===== config.mk =====
export PLATFORM = sky130hd
export DESIGN_NAME = rv_bypass_ctrl
export DESIGN_NICKNAME = d
export VERILOG_FILES = /design/src/rtl/rv_bypass_ctrl_pkg.sv /design/src/rtl/rv_bypass_ctrl_slot_match.sv /design/src/rtl/rv_bypass_ctrl.sv
export SDC_FILE = /design/constraint.sdc
export NUM_CORES = 1
export LEC_CHECK = 0
export CORE_AREA = 2 2 83 85
export CTS_CLUSTER_SIZE = 8
export DETAILED_ROUTE_END_ITERATION = 10
export DIE_AREA = 0 0 85 87
export DONT_BUFFER_PORTS = 1
export HOLD_SLACK_MARGIN = 0.05
export PLACE_DENSITY_LB_ADDON = 0.1
export SYNTH_ARGS = -nofsm -noshare
export SYNTH_HDL_FRONTEND = slang
export SYNTH_SLANG_ARGS = --single-unit
export TNS_END_PERCENT = 30

===== constraint.sdc =====
create_clock -name i_clk -period 7.4 [get_ports i_clk]
set_input_delay 1.85 -clock i_clk [delete_from_list [all_inputs] [get_ports i_clk]]
set_output_delay 1.85 -clock i_clk [all_outputs]
set_load 0.05 [all_outputs]

===== src/rtl/rv_bypass_ctrl_pkg.sv =====
// Shared types for the ALU1 operand-bypass scheduler.
// Slot layout, bypass-select bundle and select priority helper.
package rv_bypass_ctrl_pkg;

  localparam int unsigned NUM_STAGES = 5;

  typedef struct packed {
    logic alu2;
    logic memory;
    logic write;
    logic wr_back;
  } ctrl_rs_bp_t;

  typedef struct packed {
    logic       valid;
    logic [4:0] rd;
    logic       load;
  } bp_slot_t;

  // hit[0] is the alu1 slot (youngest); youngest hit wins
  function automatic ctrl_rs_bp_t bp_sel(input logic [3:0] hit);
    ctrl_rs_bp_t s;
    s = '0;
    unique case (1'b1)
      hit[0]:  s.alu2    = 1'b1;
      hit[1]:  s.memory  = 1'b1;
      hit[2]:  s.write   = 1'b1;
      hit[3]:  s.wr_back = 1'b1;
      default: s = '0;
    endcase
    return s;
  endfunction

endpackage


===== src/rtl/rv_bypass_ctrl_slot_match.sv =====
// Source-vs-slot rd comparator for the bypass network.
// Hits only on a used, non-x0 source against a writing slot.
module rv_bypass_slot_match
  import rv_bypass_ctrl_pkg::*;
(
  input  bp_slot_t   slot_i,
  input  logic [4:0] rs_i,
  input  logic       used_i,
  output logic       hit_o
);

  logic slot_wr;

  assign slot_wr = slot_i.valid & (slot_i.rd != 5'd0);
  assign hit_o   = used_i & (rs_i != 5'd0) & slot_wr &
                   (slot_i.rd == rs_i);

endmodule


===== src/rtl/rv_bypass_ctrl.sv =====
// ALU1 bypass-select scheduler with load-use stall detection.
// Tracks rd of in-flight ops alu1..wr_back; selects are registered.
module rv_bypass_ctrl
  import rv_bypass_ctrl_pkg::*;
(
  input  logic        i_clk,
  input  logic        i_reset,
  input  logic        i_hold,
  input  logic        i_flush,
  input  logic        i_dec_valid,
  input  logic [4:0]  i_dec_rs1,
  input  logic [4:0]  i_dec_rs2,
  input  logic        i_dec_rs1_used,
  input  logic        i_dec_rs2_used,
  input  logic [4:0]  i_dec_rd,
  input  logic        i_dec_reg_write,
  input  logic        i_dec_load,
  output ctrl_rs_bp_t o_rs1_bp,
  output ctrl_rs_bp_t o_rs2_bp,
  output logic        o_stall,
  output logic [31:0] o_stall_cnt
);

  bp_slot_t    slot_q [NUM_STAGES];
  bp_slot_t    slot_d [NUM_STAGES];
  ctrl_rs_bp_t rs1_q, rs1_d;
  ctrl_rs_bp_t rs2_q, rs2_d;
  logic [31:0] cnt_q, cnt_d;

  logic [3:0]  hit1, hit2;
  logic        ld1, ld2;
  logic        kill;
  bp_slot_t    dec_slot;

  for (genvar i = 0; i < 4; i++) begin : g_match
    rv_bypass_slot_match u_m1 (
      .slot_i (slot_q[i]),
      .rs_i   (i_dec_rs1),
      .used_i (i_dec_rs1_used),
      .hit_o  (hit1[i])
    );
    rv_bypass_slot_match u_m2 (
      .slot_i (slot_q[i]),
      .rs_i   (i_dec_rs2),
      .used_i (i_dec_rs2_used),
      .hit_o  (hit2[i])
    );
  end

  rv_bypass_slot_match u_ld1 (
    .slot_i (slot_q[0]),
    .rs_i   (i_dec_rs1),
    .used_i (i_dec_rs1_used),
    .hit_o  (ld1)
  );
  rv_bypass_slot_match u_ld2 (
    .slot_i (slot_q[0]),
    .rs_i   (i_dec_rs2),
    .used_i (i_dec_rs2_used),
    .hit_o  (ld2)
  );

  assign o_stall = i_dec_valid & ~i_flush &
                   slot_q[0].load & (ld1 | ld2);

  assign dec_slot.valid = i_dec_valid & i_dec_reg_write;
  assign dec_slot.rd    = i_dec_rd;
  assign dec_slot.load  = i_dec_load;

  assign kill = o_stall | i_flush | ~i_dec_valid;

  always_comb begin
    slot_d = slot_q;
    rs1_d  = rs1_q;
    rs2_d  = rs2_q;
    cnt_d  = cnt_q;
    if (!i_hold) begin
      for (int i = NUM_STAGES - 1; i > 0; i--)
        slot_d[i] = slot_q[i-1];
      slot_d[0] = (o_stall | i_flush) ? '0 : dec_slot;
      rs1_d = kill ? '0 : bp_sel(hit1);
      rs2_d = kill ? '0 : bp_sel(hit2);
      if (o_stall && cnt_q != 32'hFFFF_FFFF)
        cnt_d = cnt_q + 32'd1;
    end else if (i_flush) begin
      slot_d[0] = '0;
      rs1_d     = '0;
      rs2_d     = '0;
    end
  end

  always_ff @(posedge i_clk) begin
    if (i_reset) begin
      for (int i = 0; i < NUM_STAGES; i++)
        slot_q[i] <= '0;
      rs1_q <= '0;
      rs2_q <= '0;
      cnt_q <= '0;
    end else begin
      for (int i = 0; i < NUM_STAGES; i++)
        slot_q[i] <= slot_d[i];
      rs1_q <= rs1_d;
      rs2_q <= rs2_d;
      cnt_q <= cnt_d;
    end
  end

  assign o_rs1_bp    = rs1_q;
  assign o_rs2_bp    = rs2_q;
  assign o_stall_cnt = cnt_q;

endmodule


---- Word level (Yosys, flattened, before mapping) ----
Cells that the tools add are included.
operators by class
  $add $sub $neg .......................... 1
  multiply operators ...................... 0
  divide/modulo/power cells ............... 0
  magnitude comparators ................... 0
  equality and inequality tests ........... 10
  shift operators ......................... 0
  multiplexer cells ....................... 16
  bitwise logic cells ..................... 32
  reduce and logical (&&, ||, !) cells .... 8
operators with widths
  cell                                           count
  equality test 5 bit                            8
  adder 32 x 1 -> 32 bit, second input constant  1
  != test 32 bit, second input constant          1
  nonzero test 5 bit                             6
  bitwise AND 1 bit                              26
  2-to-1 mux 7 bit                               3
  2-to-1 mux 4 bit                               5
  2-to-1 mux 1 bit                               8
  NOT 1 bit                                      3
  bitwise OR 1 bit                               3
  != test 2 x 1 -> 1 bit, second input constant  1
  AND reduction 2 bit                            1
  logical AND 1 bit                              1
word-level totals
  register bits ........................... 65
  latch bits .............................. 0
  bits in writable memories ............... 0
  ROM bits ................................ 0
  bits of input ports ..................... 24
  output and inout port bits .............. 41
  logic and storage cells ................. 85
  memories kept ........................... 0

---- Depth between registers and ports, before layout ----
  word-level depth ........................ 10
  mapped depth ............................ 9
  gate-level depth less buffers ........... 7

---- Modules after synthesis ----
From an unflattened synthesis, not the netlist that was laid out.
unflattened totals
  cell total of the unflattened synthesis .. 426
  area, all modules ....................... 3682.3 sq um
modules (own cells, without submodules)
  module                times used  cells each  area each (sq um)  seq. area each (sq um)
  rv_bypass_ctrl        1           326         2919.0             1361.3
  rv_bypass_slot_match  10          10          76.3               0.0

---- Worst setup path before layout ----
No wires, ideal clock.
  path kind ............................... input to output
  from .................................... in i_dec_rs1[0]
  to ...................................... out o_stall
  arrival ................................. 3.451 ns
  required time ........................... 5.550 ns
  path slack .............................. 2.099 ns
  stages .................................. 7
  path buffers ............................ 2
  cells stage by stage .................... buf_4 > or4_1 > o21ai_2 > nor4_4 > o21ai_2 > buf_4 > inv_1
on the way
  cells in the longest elaborated chain, start to end .. 6
  elaborated cells between the ends (all ways) .. 7
  those cells by class .................... eq/ne: 1; bitwise: 5; reduce/logical: 1
ends and longest elaborated chain
  item                            RTL line                         RTL
  start: declaration              rv_bypass_ctrl.sv:11             input logic [4:0] i_dec_rs1,
  nonzero test 5 bit              rv_bypass_ctrl_slot_match.sv:15  assign hit_o = used_i & (rs_i != 5'd0) & slot_wr &
  bitwise AND 1 bit (2 in a row)  rv_bypass_ctrl_slot_match.sv:15
  bitwise AND 1 bit *             rv_bypass_ctrl_slot_match.sv:15
  bitwise OR 1 bit *              rv_bypass_ctrl.sv:64             slot_q[0].load & (ld1 | ld2);
  bitwise AND 1 bit *             rv_bypass_ctrl.sv:64
  end: declaration                rv_bypass_ctrl.sv:20             output logic o_stall,
Mark *: on every way between the ends. The rest lies on a longest branch, timed or not.

---- Worst setup path in the final report ----
Same ends and word-level chain as after synthesis.

==> results.sh <==
export IMPL_die_w_um=85
export IMPL_cts_tree="done"
export IMPL_gp_congestion=0.920
export IMPL_synth_cell_types=41
export IMPL_tns_ns=0
export IMPL_regToRegStartpoint="o_stall_cnt[4]"
export IMPL_placed_cell_area_mm2=0.00340
export IMPL_drv_slew=0
export IMPL_worst_hold_startpoint="slot_q[34]"
export IMPL_synth_seq_cells=65
export IMPL_clkSlewWorstSetupHoldPaths_ns=0.08
export IMPL_ff2ff_setup_slack_ns=4.25
export IMPL_rsz0062_at_grt="false"
export IMPL_grt_pass1_wl_um=13700
export IMPL_min_path_type="flop to flop"
export IMPL_hold_violations=0
export IMPL_start_util=0.526
export IMPL_die_h_um=87
export IMPL_cp_required_ns=5.55
export IMPL_synth_fp_nets=426
export IMPL_vdd_drop_max_mv=0.124
export IMPL_power_frac_comb=0.038
export IMPL_swShare=0.228
export IMPL_antenna_cells=0
export IMPL_period_minus_slack_ns=5.62
export IMPL_cap_viol_max_count=0
export IMPL_yosysWarningCount=0
export IMPL_drt_total_wl_um=8400
export IMPL_final_antenna_net_count=0
export IMPL_cts_sinks=65
export IMPL_crit_path_end_kind="output pin"
export IMPL_worstHoldEndpoint="slot_q[34]"
export IMPL_drt_iter0_drc=181
export IMPL_postCtsSetupBuffers=0
export IMPL_final_layout_size_suffix_gt1_frac=0.0694
export IMPL_drt_pass1_iter_count=4
export IMPL_finalPower_w=0.000688
export IMPL_intPower_w=0.000531
export IMPL_pre_cts_ws_ns=1.79
export IMPL_yosysTopAreaCellShare=0.377
export IMPL_pwr_share_clk=0.445
export IMPL_worstPathMaxFanout=17
export IMPL_p_per_area_mw_per_mm2=191
export IMPL_hold_ws_ns=0.474
export IMPL_worst_pin_slew_ns=1.06
export IMPL_outcome="completed"
export IMPL_numCtsBuffers=9
export IMPL_synthTopCellsByArea="dfxtp_1 38%, xnor2_1 6.1%, mux2i_1 5.5%, nor2_1 4.9%, xor2_1 4.3%"
export IMPL_io_buffers=0
export IMPL_setup_viol=0
export IMPL_crit_arrival_ns=3.77
export IMPL_leakagePower_nw=1.19
export IMPL_synth_cells=401
export IMPL_avgSynthCellArea_um2=8.61
export IMPL_final_cell_area_mm2=0.00360
export IMPL_routedWlPerCell_um=17.9
export IMPL_max_freq_mhz=178
export IMPL_yosysTopAreaCell="dfxtp_1"
export IMPL_switching_power_w=0.000157
export IMPL_place_hpwl_um=5790
export IMPL_seqPwrFrac=0.517
export IMPL_io_pins=65
export IMPL_num_rows=30
export IMPL_die_area_mm2=0.00740
export IMPL_fin_crit_sh=0.760
export IMPL_vias=2834
export IMPL_ctsResizeCount=0
export IMPL_fin_ws_ns=1.78
export IMPL_grt_usage=0.234
export IMPL_clk_path_buf_depth=2
export IMPL_finish_net_count=409
export IMPL_crit_type="input port to output pin"
export IMPL_worstHoldPathCells=2
export IMPL_grt_max_degree=70
export IMPL_area_growth_syn_to_layout_pct=4.35
export IMPL_start_kind="input port"
export IMPL_synth_yosys_seq_area_share=0.377
export IMPL_antenna_found_initial=0
export IMPL_reg2reg_to="o_stall_cnt[29]"
export IMPL_gr_total_overflow=0
export IMPL_clock_latency_ns=0.34
export IMPL_grt_pass1_vias=2678
export IMPL_finalClockSkew_ns=0.0116
export IMPL_ff2ff_path_depth=6
export IMPL_viasPerCell=6.04
export IMPL_syn_area_mm2=0.00345
export IMPL_relSlewSlack=0.295
export IMPL_hold_buffers=0
export IMPL_htree_num_levels=3
export IMPL_core_area_mm2=0.00657
export IMPL_root_buffer="clkbuf_8"
export IMPL_drc=0
## placed cells by master, fill, tap and decap left out, types with 4 or more instances in the layout
cell type  instances
or3_1             21
a32oi_1           12
xor2_1            17
nand4_1           11
nor2b_1            4
clkbuf_8          10
nand3_1           20
nor4_1             9
mux2i_1           19
or4_1             12
dfxtp_1           65
nor2_1            45
nand2_1           19
inv_1             10
o21ai_1            5
xnor2_1           24
o31ai_1            6
o21ai_0           18
a21oi_1           29
## through the flow
step,std cells,util
after floorplan,401,-
after global placement,453,0.517
after detailed placement,453,0.517
after CTS,469,0.548
after global routing,469,0.548
final,469,0.548
## flip-flops by register name, summed over array words and instances (netlist names)
name / flops
o_stall_cnt: 32
slot_q: 25
o_rs1_bp: 4
o_rs2_bp: 4
## synthesized netlist by cell type, drive strengths merged
library cell / instances
xnor2: 24
o211ai: 1
dfxtp: 65
nand2b: 1
ha: 1
clkbuf: 9
nand4: 12
a21oi: 29
o31ai: 6
o21ai: 26
and3b: 1
o2111ai: 1
mux2: 4
or4: 12
nor2: 45
nor4: 13
and4: 1
nand2: 19
a32oi: 12
nand3: 20
and3: 2
buf: 19
inv: 10
o311a: 1
or3: 21
xor2: 17
or2: 1
nor3: 3
mux2i: 19
nor2b: 4
and2: 2
## layer usage
metal,part of all wire,GRT usage,up-vias
li1,-,-,1407
met1,0.44,0.295,1327
met2,0.48,0.378,87
met3,0.058,0.0635,13
met4,0.017,0.102,0
met5,0,0,-
## layout make-up
class | instances | area (um2)
Fill cell | 622 | 2970
Clock buffer | 10 | 138
Clock inverter | 6 | 67.6
Multi-Input combinational cell | 298 | 1960
Inverter | 10 | 37.5
Tap cell | 80 | 100
Sequential cell | 65 | 1300
## kinds of logic after synthesis
group	Yosys count	share of synthesized area
buffers and inverters	38	0.0558
muxes	23	0.0681
xor gates and xnor gates	41	0.104
DFF	65	0.377
adders and majority gates	1	0.00362
AOI/OAI and AO/OA	76	0.139
and+or+nand+nor	157	0.252
## how the worst max path moves through the flow
stage                       startpoint       to  slack (ns)  depth (start not counted)
after floorplan           i_dec_rs1[0]  o_stall        2.10                          7
after global placement    i_dec_rs1[0]  o_stall        1.85                          5
after detailed placement  i_dec_rs1[0]  o_stall        1.79                          5
after CTS                 i_dec_rs1[0]  o_stall        1.80                          5
after global routing      i_dec_rs1[0]  o_stall        1.68                          5
final                     i_dec_rs1[0]  o_stall        1.78                          5
## critical path, cell delays in order
cell and delay, ns:
or4_1 0.55, o21ai_2 0.23, nor4_4 0.11, o21ai_2 0.61, inv_1 0.43
## power by group through the flow
| stage | Sequential [W] | Clock [W] | Combinational, W |
|---|---|---|---|
| floorplan | 0.000362 | 0 | 0.0000363 |
| global placement | 0.000364 | 0 | 0.0000261 |
| detailed placement | 0.000363 | 0 | 0.0000260 |
| CTS | 0.000355 | 0.000312 | 0.0000262 |
| global route | 0.000356 | 0.000326 | 0.0000289 |
| finish | 0.000355 | 0.000306 | 0.0000262 |
Power figures use the tool's default switching activity.
